## config.mk

```make
export PLATFORM = sky130hd
export DESIGN_NAME = ysyx_22040931_inst_fetch_flat
export DESIGN_NICKNAME = d
export VERILOG_FILES = /design/src/rtl/ysyx_22040931_inst_fetch_if.sv /design/src/rtl/ysyx_22040931_inst_fetch.sv /design/src/flat_wrapper.sv
export SDC_FILE = /design/constraint.sdc
export NUM_CORES = 1
export LEC_CHECK = 0
export CORE_MARGIN = 1
export CORE_UTILIZATION = 50
export DETAILED_ROUTE_END_ITERATION = 16
export DONT_BUFFER_PORTS = 1
export GPL_ROUTABILITY_DRIVEN = 0
export HOLD_SLACK_MARGIN = 0.08
export PLACE_DENSITY = 0.69
export SLEW_MARGIN = 20
export SYNTH_ARGS = -nofsm -noshare
export SYNTH_HDL_FRONTEND = slang
export SYNTH_SLANG_ARGS = --single-unit
```

## constraint.sdc

```tcl
create_clock -name clock -period 2.2 [get_ports clock]
set_clock_uncertainty 0.15 [all_clocks]
set_input_delay 0.44 -clock clock [delete_from_list [all_inputs] [get_ports clock]]
set_output_delay 0.44 -clock clock [all_outputs]
set_load 0.02 [all_outputs]
```

## src/rtl/ysyx_22040931_inst_fetch_if.sv

```systemverilog
// Signal bundle of the fetch stage: PC offer from upstream, instruction-memory
// read request/response channels and the instruction handoff toward decode.
interface ysyx_22040931_inst_fetch_if #(
  parameter int PC_W  = 64,
  parameter int BUS_W = 64
);
  logic             pc_valid;
  logic [PC_W-1:0]  pc_in;
  logic             if_ready;
  logic             flush;

  logic             mem_req_valid;
  logic             mem_req_ready;
  logic [PC_W-1:0]  mem_req_addr;

  logic             mem_rsp_valid;
  logic [BUS_W-1:0] mem_rsp_data;
  logic             mem_rsp_err;
  logic             mem_rsp_ready;

  logic             id_valid;
  logic             id_ready;
  logic [PC_W-1:0]  id_pc;
  logic [31:0]      id_inst;
  logic [1:0]       id_exc;

  modport master (
    input  pc_valid, pc_in, flush,
           mem_req_ready, mem_rsp_valid, mem_rsp_data, mem_rsp_err,
           id_ready,
    output if_ready, mem_req_valid, mem_req_addr, mem_rsp_ready,
           id_valid, id_pc, id_inst, id_exc
  );

  modport slave (
    output pc_valid, pc_in, flush,
           mem_req_ready, mem_rsp_valid, mem_rsp_data, mem_rsp_err,
           id_ready,
    input  if_ready, mem_req_valid, mem_req_addr, mem_rsp_ready,
           id_valid, id_pc, id_inst, id_exc
  );
endinterface

```

## src/rtl/ysyx_22040931_inst_fetch.sv

```systemverilog
// Single-outstanding instruction fetch stage: takes a PC, reads the aligned
// 64-bit word, picks the 32-bit half and holds it for decode; flush kills work.
module ysyx_22040931_inst_fetch #(
  parameter int PC_W  = 64,
  parameter int BUS_W = 64
) (
  input logic clock,
  input logic reset,
  ysyx_22040931_inst_fetch_if.master bus
);
  localparam int HALF = BUS_W / 2;

  typedef enum logic [2:0] {IDLE, REQ, WAIT, HOLD, DROP} state_t;

  state_t          state;
  logic            kill;
  logic [PC_W-1:0] pc_q;
  logic [PC_W-1:0] req_addr;
  logic [31:0]     inst_q;
  logic [1:0]      exc_q;

  logic            ready_out;
  logic            accept;
  logic            misaligned;
  logic [31:0]     rsp_word;

  assign ready_out  = !bus.flush && ((state == IDLE) || (state == HOLD && bus.id_ready));
  assign accept     = bus.pc_valid && ready_out;
  assign misaligned = bus.pc_in[1:0] != 2'b00;
  assign rsp_word   = pc_q[2] ? bus.mem_rsp_data[BUS_W-1:HALF] : bus.mem_rsp_data[HALF-1:0];

  assign bus.if_ready      = ready_out;
  assign bus.mem_req_valid = (state == REQ);
  assign bus.mem_req_addr  = req_addr;
  assign bus.mem_rsp_ready = (state == WAIT) || (state == DROP);
  assign bus.id_valid      = (state == HOLD) && !bus.flush;
  assign bus.id_pc         = pc_q;
  assign bus.id_inst       = inst_q;
  assign bus.id_exc        = exc_q;

  // A flushed request is never withdrawn; kill steers its response into DROP.
  always_ff @(posedge clock or negedge reset) begin
    if (!reset) begin
      state    <= IDLE;
      kill     <= 1'b0;
      pc_q     <= '0;
      req_addr <= '0;
      inst_q   <= '0;
      exc_q    <= 2'b00;
    end else if (accept) begin
      pc_q <= bus.pc_in;
      if (misaligned) begin
        state  <= HOLD;
        exc_q  <= 2'b01;
        inst_q <= 32'h0000_0013;
      end else begin
        state    <= REQ;
        exc_q    <= 2'b00;
        req_addr <= {bus.pc_in[PC_W-1:3], 3'b000};
      end
    end else begin
      case (state)
        IDLE: ;
        REQ: begin
          if (bus.flush) kill <= 1'b1;
          if (bus.mem_req_ready) state <= (kill || bus.flush) ? DROP : WAIT;
        end
        WAIT: begin
          if (bus.mem_rsp_valid) begin
            if (bus.flush) begin
              state <= IDLE;
            end else begin
              state  <= HOLD;
              inst_q <= rsp_word;
              exc_q  <= bus.mem_rsp_err ? 2'b10 : 2'b00;
            end
          end else if (bus.flush) begin
            state <= DROP;
            kill  <= 1'b1;
          end
        end
        HOLD: begin
          if (bus.flush || bus.id_ready) state <= IDLE;
        end
        DROP: begin
          if (bus.mem_rsp_valid) begin
            state <= IDLE;
            kill  <= 1'b0;
          end
        end
        default: state <= IDLE;
      endcase
    end
  end
endmodule

```

## src/flat_wrapper.sv

```systemverilog
// flat-port wrapper written by rule: the top's interface ports become plain ports
module ysyx_22040931_inst_fetch_flat 
#(
  parameter int PC_W  = 64,
  parameter int BUS_W = 64
)
  (clock, reset, bus_pc_valid, bus_pc_in, bus_flush, bus_mem_req_ready, bus_mem_rsp_valid, bus_mem_rsp_data, bus_mem_rsp_err, bus_id_ready, bus_if_ready, bus_mem_req_valid, bus_mem_req_addr, bus_mem_rsp_ready, bus_id_valid, bus_id_pc, bus_id_inst, bus_id_exc);
  ysyx_22040931_inst_fetch_if #(.PC_W(PC_W), .BUS_W(BUS_W)) bus_i ();
  input logic clock;
  input logic reset;
  input wire logic [$bits(bus_i.pc_valid)-1:0] bus_pc_valid;
  input wire logic [$bits(bus_i.pc_in)-1:0] bus_pc_in;
  input wire logic [$bits(bus_i.flush)-1:0] bus_flush;
  input wire logic [$bits(bus_i.mem_req_ready)-1:0] bus_mem_req_ready;
  input wire logic [$bits(bus_i.mem_rsp_valid)-1:0] bus_mem_rsp_valid;
  input wire logic [$bits(bus_i.mem_rsp_data)-1:0] bus_mem_rsp_data;
  input wire logic [$bits(bus_i.mem_rsp_err)-1:0] bus_mem_rsp_err;
  input wire logic [$bits(bus_i.id_ready)-1:0] bus_id_ready;
  output wire logic [$bits(bus_i.if_ready)-1:0] bus_if_ready;
  output wire logic [$bits(bus_i.mem_req_valid)-1:0] bus_mem_req_valid;
  output wire logic [$bits(bus_i.mem_req_addr)-1:0] bus_mem_req_addr;
  output wire logic [$bits(bus_i.mem_rsp_ready)-1:0] bus_mem_rsp_ready;
  output wire logic [$bits(bus_i.id_valid)-1:0] bus_id_valid;
  output wire logic [$bits(bus_i.id_pc)-1:0] bus_id_pc;
  output wire logic [$bits(bus_i.id_inst)-1:0] bus_id_inst;
  output wire logic [$bits(bus_i.id_exc)-1:0] bus_id_exc;
  assign bus_i.pc_valid = bus_pc_valid;
  assign bus_i.pc_in = bus_pc_in;
  assign bus_i.flush = bus_flush;
  assign bus_i.mem_req_ready = bus_mem_req_ready;
  assign bus_i.mem_rsp_valid = bus_mem_rsp_valid;
  assign bus_i.mem_rsp_data = bus_mem_rsp_data;
  assign bus_i.mem_rsp_err = bus_mem_rsp_err;
  assign bus_i.id_ready = bus_id_ready;
  assign bus_if_ready = bus_i.if_ready;
  assign bus_mem_req_valid = bus_i.mem_req_valid;
  assign bus_mem_req_addr = bus_i.mem_req_addr;
  assign bus_mem_rsp_ready = bus_i.mem_rsp_ready;
  assign bus_id_valid = bus_i.id_valid;
  assign bus_id_pc = bus_i.id_pc;
  assign bus_id_inst = bus_i.id_inst;
  assign bus_id_exc = bus_i.id_exc;
  ysyx_22040931_inst_fetch #(.PC_W(PC_W), .BUS_W(BUS_W)) u_core (.clock(clock), .reset(reset), .bus(bus_i));
endmodule
```

After elaboration in Yosys (flattened, before gate mapping)
Index checks and enable logic that the tools add are counted. W data, S select, Z words.

Eq/ne operators: 13. Multiplexer cells: 26. Bitwise operators: 2. Reduce and logical (&&, ||, !) cells: 19.

Operator list (count): $mux W32 (6); $mux W3 (7); $pmux W3 S5 (1); $mux W2 (7); $ne A3 B2 Y1 const B (3); $reduce_and A4 Y1 (2); $eq A3 B2 Y1 const B (2); $ne A2 B2 Y1 const B (3); $reduce_bool A2 Y1 (3); $reduce_and A5 Y1 (1); $logic_and A1 B1 Y1 (4); $logic_or A1 B1 Y1 (4); $mux W1 (4); $ne A2 B1 Y1 const B (2); $ne A4 B3 Y1 const B (1); $eq A3 B1 Y1 const B (1); $eq A3 B3 Y1 const B (1); $logic_not A3 Y1 (1); $pmux W1 S3 (1); $reduce_and A3 Y1 (1); $reduce_bool A3 Y1 (1); $not A1 Y1 (2); $reduce_and A2 Y1 (1); $logic_not A1 Y1 (1).

Flip-flop bits (word level): 163. Output and inout port bits: 166. Word-level logic and storage cells: 66.

Logic depth before layout (Yosys ltp)
Gate-level depths: netlist of the first run.

Depth in word-level cells: 7. Depth in mapped cells: 7.

Worst setup path before layout of the first run
OpenSTA, ideal clock, no wires.

Path type: input-to-reg. Start: input port bus_id_ready. End: register u_core.req_addr[10] (netlist: u_core.bus.mem_req_addr[10]). Arrival: 1.525 ns. Path slack: 0.400 ns. Stages: 4. Cell sequence: and3_1 o2111ai_4 buf_6 mux2_4.

Longest elaborated chain between the ends: 5.

Ends and longest elaborated chain: start, declared (RTL line flat_wrapper.sv:18) `input wire logic [$bits(bus_i.id_ready)-1:0] bus_id_ready;`; $logic_and A1 B1 Y1 (RTL line ysyx_22040931_inst_fetch.sv:27) `assign ready_out = !bus.flush && ((state == IDLE) || (state == HOLD && bus.id_ready));`; $logic_or A1 B1 Y1 (RTL line ysyx_22040931_inst_fetch.sv:27); $logic_and A1 B1 Y1 (RTL line ysyx_22040931_inst_fetch.sv:27); $logic_and A1 B1 Y1 (RTL line ysyx_22040931_inst_fetch.sv:28) `assign accept = bus.pc_valid && ready_out;`; $reduce_and A2 Y1 (no source line); end signal, assigned (RTL line ysyx_22040931_inst_fetch.sv:59) `req_addr <= {bus.pc_in[PC_W-1:3], 3'b000};`; end, declared (RTL line ysyx_22040931_inst_fetch.sv:18) `logic [PC_W-1:0] req_addr;`.

Every way passes these cells. A chain may end at the register's enable or synchronous reset.

Worst setup path after layout of the first run
Start: register u_core.state[0]. End: output port bus_mem_req_valid.

Longest elaborated chain between the ends: 1.

Ends and longest elaborated chain: start, declared (RTL line ysyx_22040931_inst_fetch.sv:15) `state_t state;`; start signal, assigned (RTL line ysyx_22040931_inst_fetch.sv:66) `if (bus.mem_req_ready) state <= (kill || bus.flush) ? DROP : WAIT;`; $eq A3 B1 Y1 (RTL line ysyx_22040931_inst_fetch.sv:33) `assign bus.mem_req_valid = (state == REQ);`; end, declared (RTL line flat_wrapper.sv:20) `output wire logic [$bits(bus_i.mem_req_valid)-1:0] bus_mem_req_valid;`.

Every way passes these cells.

==> results of run 1 <==
power groups by stage:
stage	combinational [mW]	clock, mW	sequential, mW
after detailed placement	2.76	0	7.37
after CTS	3.00	2.75	7.36
after global routing	3.35	2.88	7.51
final	3.04	2.72	7.37
after floorplan	2.28	0	6.93
after global placement	2.58	0	7.35
registers in the layout, indices dropped and copies added, names as in the netlist:
name,flops
u_core.bus.id_inst,32
u_core.kill,1
u_core.bus.id_exc,2
u_core.bus.mem_req_addr,61
u_core.bus.id_pc,64
u_core.state,3
area by class of cell:
class / count / area [um^2] / share of cell area [%]
clock buffers: 22 / 454.2 / 5.418
clock inverters: 8 / 81.33 / 0.9701
inverters: 1 / 3.754 / 0.04478
multi-input cells: 365 / 2375 / 28.33
flip-flops and latches: 163 / 4080 / 48.67
well taps: 172 / 215.2 / 2.567
repair buffers: 116 / 1174 / 14.00
cell usage after synthesis (2+ instances only):
master	instances
a21oi_1	5
a2bb2oi_1	3
and3_1	2
buf_1	4
buf_2	14
buf_4	5
buf_6	7
clkbuf_1	7
dfrtp_1	163
mux2_1	8
mux2_2	43
mux2_4	10
mux2i_1	33
nand2_1	197
nand2b_1	2
nand3_1	3
nor2_1	7
nor2_2	2
o2bb2ai_1	29
worst max-delay path: stages, from the launching register on:
cell	delay, ns
dfrtp_1	0.44
buf_4	0.21
nand2b_1	0.11
nor2_1	0.35
metrics by stage:
stage / utilization (%) / instances
after floorplan: - / 566
after global placement: 53.27 / 716
after detailed placement: 53.27 / 716
after CTS: 65.33 / 847
after global routing: 65.37 / 847
final: 65.37 / 847
repair_timing:
| item | 4_1_cts | 5_1_grt |
|---|---|---|
| endpoints found under the setup margin | 0 | 1 |
| gates resized for setup | 0 | 1 |
| hold endpoints to repair | 309 | 163 |
cells in the final DEF (no fill, tap or decap), types with 2 or more instances in the layout:
| cell | count |
|---|---|
| clkbuf_16 | 17 |
| dlygate4sd3_1 | 101 |
| a2bb2oi_1 | 3 |
| nand3_1 | 3 |
| nor2_1 | 7 |
| clkbuf_1 | 4 |
| nand2b_1 | 2 |
| a21oi_1 | 5 |
| and3_1 | 2 |
| mux2_4 | 10 |
| buf_12 | 4 |
| mux2_1 | 8 |
| clkinvlp_4 | 5 |
| buf_4 | 11 |
| mux2_2 | 43 |
| mux2i_1 | 33 |
| dfrtp_1 | 162 |
| o2bb2ai_1 | 29 |
| conb_1 | 3 |
| nand2_1 | 197 |
per-layer routing:
| layer | share of wire, % | vias to the layer above | track usage (%) |
|---|---|---|---|
| li1 | - | 2080 | - |
| met1 | 35 | 2331 | 26.43 |
| met2 | 51 | 275 | 44.19 |
| met3 | 9.4 | 58 | 10.70 |
| met4 | 4.7 | 0 | 15.67 |
| met5 | 0 | - | 0 |
logic make-up (layout without fill, tap and decap cells):
| kind of cell | Yosys count | count (layout) | synth area share, % |
|---|---|---|---|
| compound gates | 50 | 50 | 6.497 |
| mux | 94 | 94 | 15.83 |
| flops | 163 | 163 | 61.21 |
| buf+inv | 38 | 147 | 3.474 |
| xor+xnor | 1 | 1 | 0.1315 |
| simple gates | 217 | 217 | 12.81 |
| other cells | 1 | 3 | 0.05627 |
final timing paths:
kind	to	startpoint	depth (start not counted)	slack (ns)
min	u_core.bus.id_pc[43]$_DFFE_PN0N_	reset	0	-0.44
min in group clock	u_core.bus.id_inst[31]$_DFFE_PN0P_	bus_mem_rsp_data[63]	2	0.09
max reg2reg	u_core.bus.id_inst[29]$_DFFE_PN0P_	u_core.bus.id_pc[2]$_DFFE_PN0N_	4	0.14
max in group asynchronous	u_core.bus.id_pc[2]$_DFFE_PN0N_	reset	0	2.10
min reg2reg	u_core.bus.id_pc[2]$_DFFE_PN0N_	u_core.bus.id_pc[2]$_DFFE_PN0N_	2	0.33
max	bus_mem_req_valid	u_core.state[0]$_DFFE_PN0P_	3	0.08
==> results.toml, run 1 <==
[route]
detail_route.wirelength_mm = 17.49
vias = 4744
routedWlPerCell_um = 20.65
dr.pass1.iters = 8
drc_errors = 0
viasPerCell = 5.601
drt-initial-drc-count = 228
ant_nets = 0

[critical_path]
crit_arrival_ns = 1.53
cp-end-kind = "primary output"
critPathMaxFanout = 10
required_ns = 1.61
crit_type = "flop to primary output"
start_kind = "flop"

[final_layout]
design_area_um2 = 8383
fill_cells = 969
drive_above_1_share_pct = 15.26
syn_to_final_growth_pct = 25.80
antennaDiodeCount = 0
final_nets = 800

[placed_design]
place_area_um2 = 6832
pre_cts_slack_ns = 0.2683
dp_hpwl_mm = 11.21
port_buffers = 0

[floorplanning]
ios = 302
fp-row-count = 41
die-height_um = 117.4
initial_core_util_pct = 51.96
fp.dieW_um = 117.4
die-area_um2 = 13790
core_um2 = 12820

[logic_synthesis]
synth_cells = 564
synth_edf_count = 0
synth.area.top_cells = "dfrtp_1, nand2_1, mux2_2"
ys_warn_count = 0
synthArstFlopShare_pct = 100.0
yosysTopAreaCell = "dfrtp_1"
synth_cell_types = 39
ys_seq_elements = 163
syn_area_per_cell_um2 = 11.82
syn_area_um2 = 6664
ys.flop_type = "dfrtp_1"
synthDominantCellAreaShare_pct = 61.21
ys_seq_area_share_pct = 61.21

[pwr]
power_frac_comb_pct = 23.1
clkPwrFrac_pct = 20.7
p_int_mw = 7.547
peakVddDrop_mv = 0.8727
power_leakage_nw = 3.987
seqPwrFrac_pct = 56.1
swShare_pct = 42.51
p_sw_mw = 5.581
power_density_nw_per_um2 = 1566
finalPower_mw = 13.13

[clocking]
cts_max_level = 4
cts_tree = "yes"
clock_path_buffers = 2
cts.clk_slew.worst_paths_ns = 0.06
clock-root-buffer = "clkbuf_16"
numClockSinks = 163
cts_buffers = 17
insertion_delay_ns = 0.42
post_cts_buffers = 0
holdBufCountCts = 101

[sta]
drv_slew = 0
relSlewSlack_pct = 60.38
final-hold-violation-count = 163
setup_ws_ns = 0.07984
period_minus_slack_ns = 2.120
max_freq_ghz = 0.4717
period_share_pct = 96.37
fin_tns_setup_ns = 0
worstMarginPinSlew_ns = 0.5942
rsz0062_at_grt = "no"
setup_viol = 0
whs_ns = -0.4370

[global_route]
grt_max_degree = 164
grt-ovfl-total = 0
grt_pass1_vias = 4956
antenna_found_initial = 0
grt_pass1_wl_mm = 27.10
track_usage_pct = 25.92

[min_path]
holdCritPathClass = "input pin to async pin"

[run_status]
status = "complete, but fails checks"
violations = "hold timing"

[job]
drv_cap = 0
No activity file was read; power rests on OpenSTA's default activity.
==> run 2, diff against run 1 <==
--- a/config.mk
+++ b/config.mk
@@ -5,13 +5,13 @@
 export SDC_FILE = /design/constraint.sdc
 export NUM_CORES = 1
 export LEC_CHECK = 0
+export BUFFER_PORTS_ARGS = -buffer_cell sky130_fd_sc_hd__buf_2
+export CORE_ASPECT_RATIO = 1.4
 export CORE_MARGIN = 1
-export CORE_UTILIZATION = 50
+export CORE_UTILIZATION = 47
 export DETAILED_ROUTE_END_ITERATION = 16
-export DONT_BUFFER_PORTS = 1
 export GPL_ROUTABILITY_DRIVEN = 0
-export HOLD_SLACK_MARGIN = 0.08
-export PLACE_DENSITY = 0.69
+export PLACE_DENSITY = 0.84
 export SLEW_MARGIN = 20
 export SYNTH_ARGS = -nofsm -noshare
 export SYNTH_HDL_FRONTEND = slang
==> results.toml, run 2 (synthesis results as in run 1) <==
[floorplanning]
core_um2 = 13850
ios = 302
die-area_um2 = 14670
fp.dieW_um = 102.6
fp-row-count = 51
die-height_um = 142.9
initial_core_util_pct = 48.13

[critical_path]
start_kind = "flop"
cp-endpoint = "bus_if_ready"
r2r_cells = 4
rrSetupSlack_ns = 0.23
required_ns = 1.61
crit_chain = "and3_2 -> o21a_1 -> buf_2"
reg2reg_to = "u_core.bus.mem_req_addr[34]$_DFFE_PN0P_"
critPathMaxFanout = 11
cpMaxStageDelayCell = "dfrtp_2"
crit_start = "u_core.state[1]$_DFFE_PN0P_"
r2r_start = "u_core.state[1]$_DFFE_PN0P_"
crit_type = "flop to primary output"
crit_arrival_ns = 1.55
cp-end-kind = "primary output"
slowest_delay_ns = 0.49

[sta]
final-hold-violation-count = 0
max_freq_ghz = 0.4665
whs_ns = 0.08039
period_minus_slack_ns = 2.144
rsz0062_at_grt = "no"
drv_slew = 0
fin_tns_setup_ns = 0
setup_viol = 0
period_share_pct = 97.44

[route]
vias = 5390
routedWlPerCell_um = 16.71
detail_route.wirelength_mm = 17.83
drt-initial-drc-count = 216
viasPerCell = 5.052
drc_errors = 0
ant_nets = 0
dr.pass1.iters = 5

[clocking]
numClockSinks = 163
clock-root-buffer = "clkbuf_16"
cts_max_level = 4
clock_path_buffers = 2
insertion_delay_ns = 0.41
cts_tree = "yes"
cts_buffers = 17
cts.clk_slew.worst_paths_ns = 0.07

[global_route]
grt_pass1_vias = 5428
track_usage_pct = 24.36
grt_max_degree = 52
grt_pass1_wl_mm = 26.97
grt-ovfl-total = 0
antenna_found_initial = 7

[pwr]
power_density_nw_per_um2 = 1608
power_leakage_nw = 4.929
peakVddDrop_mv = 0.7508

[final_layout]
syn_to_final_growth_pct = 36.18
final_common_cell = "buf_2"
drive_above_1_share_pct = 46.99
final_cell_mix = "buf_2, nand2_1, dfrtp_1, mux2_2, mux2i_1"
final_nets = 1002
largest_register_ffs = 64

[run_status]
status = "finished, final reports clean"

[placed_design]
dp_hpwl_mm = 13.16
port_buffers = 298

[job]
drv_cap = 0

[min_path]
holdCritPathClass = "input pin to flop"
[run 2: cell types whose count changed in the layout (fill, tap and decap cells not counted), sizes merged, moves of 3 or more]
cell         change
buf            +302
dlygate4sd3    -100
inv              +7
clkbuf           -4
clkinvlp         -3
diode            +3
[run 2: layout make-up]
class	instances	area, um^2
clock buffer	18	429.2
multi-input combinational	365	2381
tap	185	231.5
sequential	163	4083
inverter	1	3.754
clock inverter	14	163.9
fill	1091	4772
timing repair buffer	318	1775
antenna	3	7.507
[run 2: what timing repair did]
item | CTS | global route
endpoints found under the setup margin | 1 | 2
hold buffers | 1 | 0
resized for setup | 4 | 1
cloned | 0 | 0
hold endpoints to repair | 46 | 0
setup buffers | 0 | 0
[run 2: power by group]
| group | total (mW) | internal [mW] | switching (mW) |
|---|---|---|---|
| Sequential | 5.30 | 4.44 | 0.863 |
| Combinational | 6.32 | 2.45 | 3.87 |
| Clock | 2.97 | 1.71 | 1.26 |
[run 2: per-layer routing]
layer	GRT usage [%]	routed length (um)
met1	26.74	6712
met2	43.12	9239
met3	8.223	1473
met4	8.496	332
met5	0	72
[run 2: worst min-delay path by stage]
stage                              from                          endpoint  cells past startpoint
after CTS                 bus_pc_in[26]  u_core.bus.id_pc[26]$_DFFE_PN0N_                      3
after floorplan                   reset  u_core.bus.id_exc[0]$_DFFE_PN0P_                      0
after detailed placement          reset  u_core.bus.id_pc[33]$_DFFE_PN0N_                      1
after global routing      bus_pc_in[38]  u_core.bus.id_pc[38]$_DFFE_PN0N_                      3
after global placement            reset  u_core.bus.id_pc[28]$_DFFE_PN0N_                      1
final                     bus_pc_in[26]  u_core.bus.id_pc[26]$_DFFE_PN0N_                      3
[run 2: stage by stage]
step           cells  cell area, um^2  worst slack [ns]  power, mW  util, %
2_1_floorplan    566             6671            0.3996      9.213        -
3_3_place_gp    1031             8451            0.2061      11.44    61.03
3_5_place_dp    1031             8451            0.1782      11.65    61.03
4_1_cts         1064             9066          0.009325      14.69    65.47
5_1_grt         1064             9067          0.006911      15.40    65.48
6_report        1067             9075           0.05631      14.59    65.54
[run 2: worst max-delay path: cells and delay by family, from the launching register on]
kind / cells / cell delay (ns)
flip-flops: 1 / 0.49
AND/OR/NAND/NOR: 1 / 0.28
AO/OA/AOI/OAI: 1 / 0.19
buffers and inverters: 1 / 0.17
==> run 3, diff against run 2 <==
--- a/config.mk
+++ b/config.mk
@@ -8,10 +8,10 @@
 export BUFFER_PORTS_ARGS = -buffer_cell sky130_fd_sc_hd__buf_2
 export CORE_ASPECT_RATIO = 1.4
 export CORE_MARGIN = 1
-export CORE_UTILIZATION = 47
+export CORE_UTILIZATION = 42
 export DETAILED_ROUTE_END_ITERATION = 16
 export GPL_ROUTABILITY_DRIVEN = 0
-export PLACE_DENSITY = 0.84
+export PLACE_DENSITY = 0.8
 export SLEW_MARGIN = 20
 export SYNTH_ARGS = -nofsm -noshare
 export SYNTH_HDL_FRONTEND = slang
==> constraint.sdc (replaced) <==
create_clock -name clock -period 1.95 [get_ports clock]
set_clock_uncertainty 0.15 [all_clocks]
set_input_delay 0.39 -clock clock [delete_from_list [all_inputs] [get_ports clock]]
set_output_delay 0.39 -clock clock [all_outputs]
set_load 0.02 [all_outputs]
==> results.toml, run 3 (synthesis results as in run 1) <==
[sta]
rsz0062_at_grt = "yes"
setup_viol = 0
drv_slew = 0
whs_ns = 0.02262
period_minus_slack_ns = 1.922
max_freq_ghz = 0.5202
period_share_pct = 98.58
final-hold-violation-count = 0
setup_ws_ns = 0.02760

[clocking]
clock-root-buffer = "clkbuf_16"
insertion_delay_ns = 0.42
cts_tree = "yes"
cts_buffers = 17
cts_max_level = 4
cts.clk_slew.worst_paths_ns = 0.07
numClockSinks = 163
clock_path_buffers = 2

[critical_path]
cpMaxStageDelayCell = "dfrtp_2"
reg2reg_to = "u_core.bus.id_exc[0]$_DFFE_PN0P_"
start_kind = "flop"
cp-end-kind = "primary output"
slowest_delay_ns = 0.45
critPathMaxFanout = 7
cp-endpoint = "bus_mem_rsp_ready"
crit_start = "u_core.state[2]$_DFFE_PN0P_"
rrSetupSlack_ns = 0.09
crit_type = "flop to primary output"
r2r_start = "u_core.state[2]$_DFFE_PN0P_"
required_ns = 1.41
crit_arrival_ns = 1.38
crit_chain = "buf_6 -> xnor2_2 -> nor2_1 -> buf_4"
r2r_cells = 5

[global_route]
grt-ovfl-total = 0
grt_max_degree = 51
track_usage_pct = 21.86
grt_pass1_wl_mm = 26.99
grt_pass1_vias = 5374
antenna_found_initial = 1

[placed_design]
pre_cts_slack_ns = 0.004050
dp_hpwl_mm = 13.13
placedCellCount = 1048
port_buffers = 298

[route]
dr.pass1.iters = 4
routedWlPerCell_um = 16.53
vias = 5383
drt-initial-drc-count = 220
ant_nets = 0
detail_route.wirelength_mm = 17.95
viasPerCell = 4.957
drc_errors = 0

[min_path]
holdCritPathClass = "input pin to flop"
min-delay-start = "bus_pc_in[7]"

[floorplanning]
fp-row-count = 54
die-height_um = 151.0
fp.dieW_um = 108.5
initial_core_util_pct = 42.88
die-area_um2 = 16380
ios = 302
core_um2 = 15540

[job]
drv_cap = 0

[pwr]
power_leakage_nw = 4.974
power_density_nw_per_um2 = 1803
peakVddDrop_mv = 1.022
finalPower_mw = 16.52

[run_status]
status = "finished, final reports clean"

[final_layout]
multiInputGateArea_um2 = 2400
drive_above_1_share_pct = 48.03
regArea_um2 = 4084
syn_to_final_growth_pct = 37.50
final_cell_mix = "buf_2, nand2_1, dfrtp_1, mux2_2, mux2i_1"
final_nets = 1012
final_common_cell = "buf_2"
fill_cells = 1303
fin_util_pct = 58.96
largest_register_ffs = 64
final_cells = 1086
-- run 3: metrics by stage --
step / setup TNS [ns] / instance area [um^2]
after detailed placement: 0 / 8497
final: 0 / 9163
after global placement: 0 / 8497
after CTS: -0.003657 / 9150
after floorplan: 0 / 6671
after global routing: -0.1294 / 9160
-- run 3: cell type report --
| class | count | area share, % |
|---|---|---|
| diodes | 1 | 0.02731 |
| clock buffers | 18 | 4.793 |
| clock inverters | 14 | 1.393 |
| inverters | 1 | 0.04097 |
| multi-input cells | 365 | 26.19 |
| flip-flops and latches | 163 | 44.57 |
| well taps | 196 | 2.676 |
| repair buffers | 328 | 20.31 |
-- run 3: timing repair --
action | in CTS | in global routing
setup buffers | 4 | 0
gates cloned | 1 | 0
gates resized for setup | 13 | 4
hold buffers | 1 | 0
hold endpoints to repair | 26 | 0
setup endpoints to repair | 4 | 4
pin swaps | 2 | 1
-- run 3: per-layer routing --
layer  share of wire (%)  up-vias  track usage (%)
li1                    -     2512                -
met1                  36     2614            22.38
met2                  53      228            40.51
met3                 8.1       29            7.444
met4                 2.6        0            7.973
met5                   0        -                0
-- run 3: how the worst min path moves through the flow --
stage / end / slack [ns] / cells after the start
global placement: u_core.bus.id_pc[28]$_DFFE_PN0N_ / 0.15 / 1
finish: u_core.bus.id_pc[7]$_DFFE_PN0N_ / 0.02 / 3
detailed placement: u_core.bus.id_pc[28]$_DFFE_PN0N_ / 0.15 / 1
global route: u_core.bus.id_pc[11]$_DFFE_PN0N_ / 0.01 / 3
CTS: u_core.bus.id_pc[52]$_DFFE_PN0N_ / 0.004 / 3
floorplan: u_core.bus.id_exc[0]$_DFFE_PN0P_ / -0.06 / 0
-- run 3: critical path: cells and delay by family (launching register included) --
family,cells,cell delay [ns]
AND/OR/NAND/NOR,1,0.10
flip-flops,1,0.45
buffers and inverters,2,0.30
XOR/XNOR,1,0.12
-- run 3: power by group --
group	switching (mW)	total (mW)	internal [mW]	leakage [nW]
sequential	0.934	5.94	5.01	2.04
combinational	4.45	7.37	2.92	2.66
clock	1.40	3.21	1.81	0.275
total	6.79	16.5	9.73	4.97
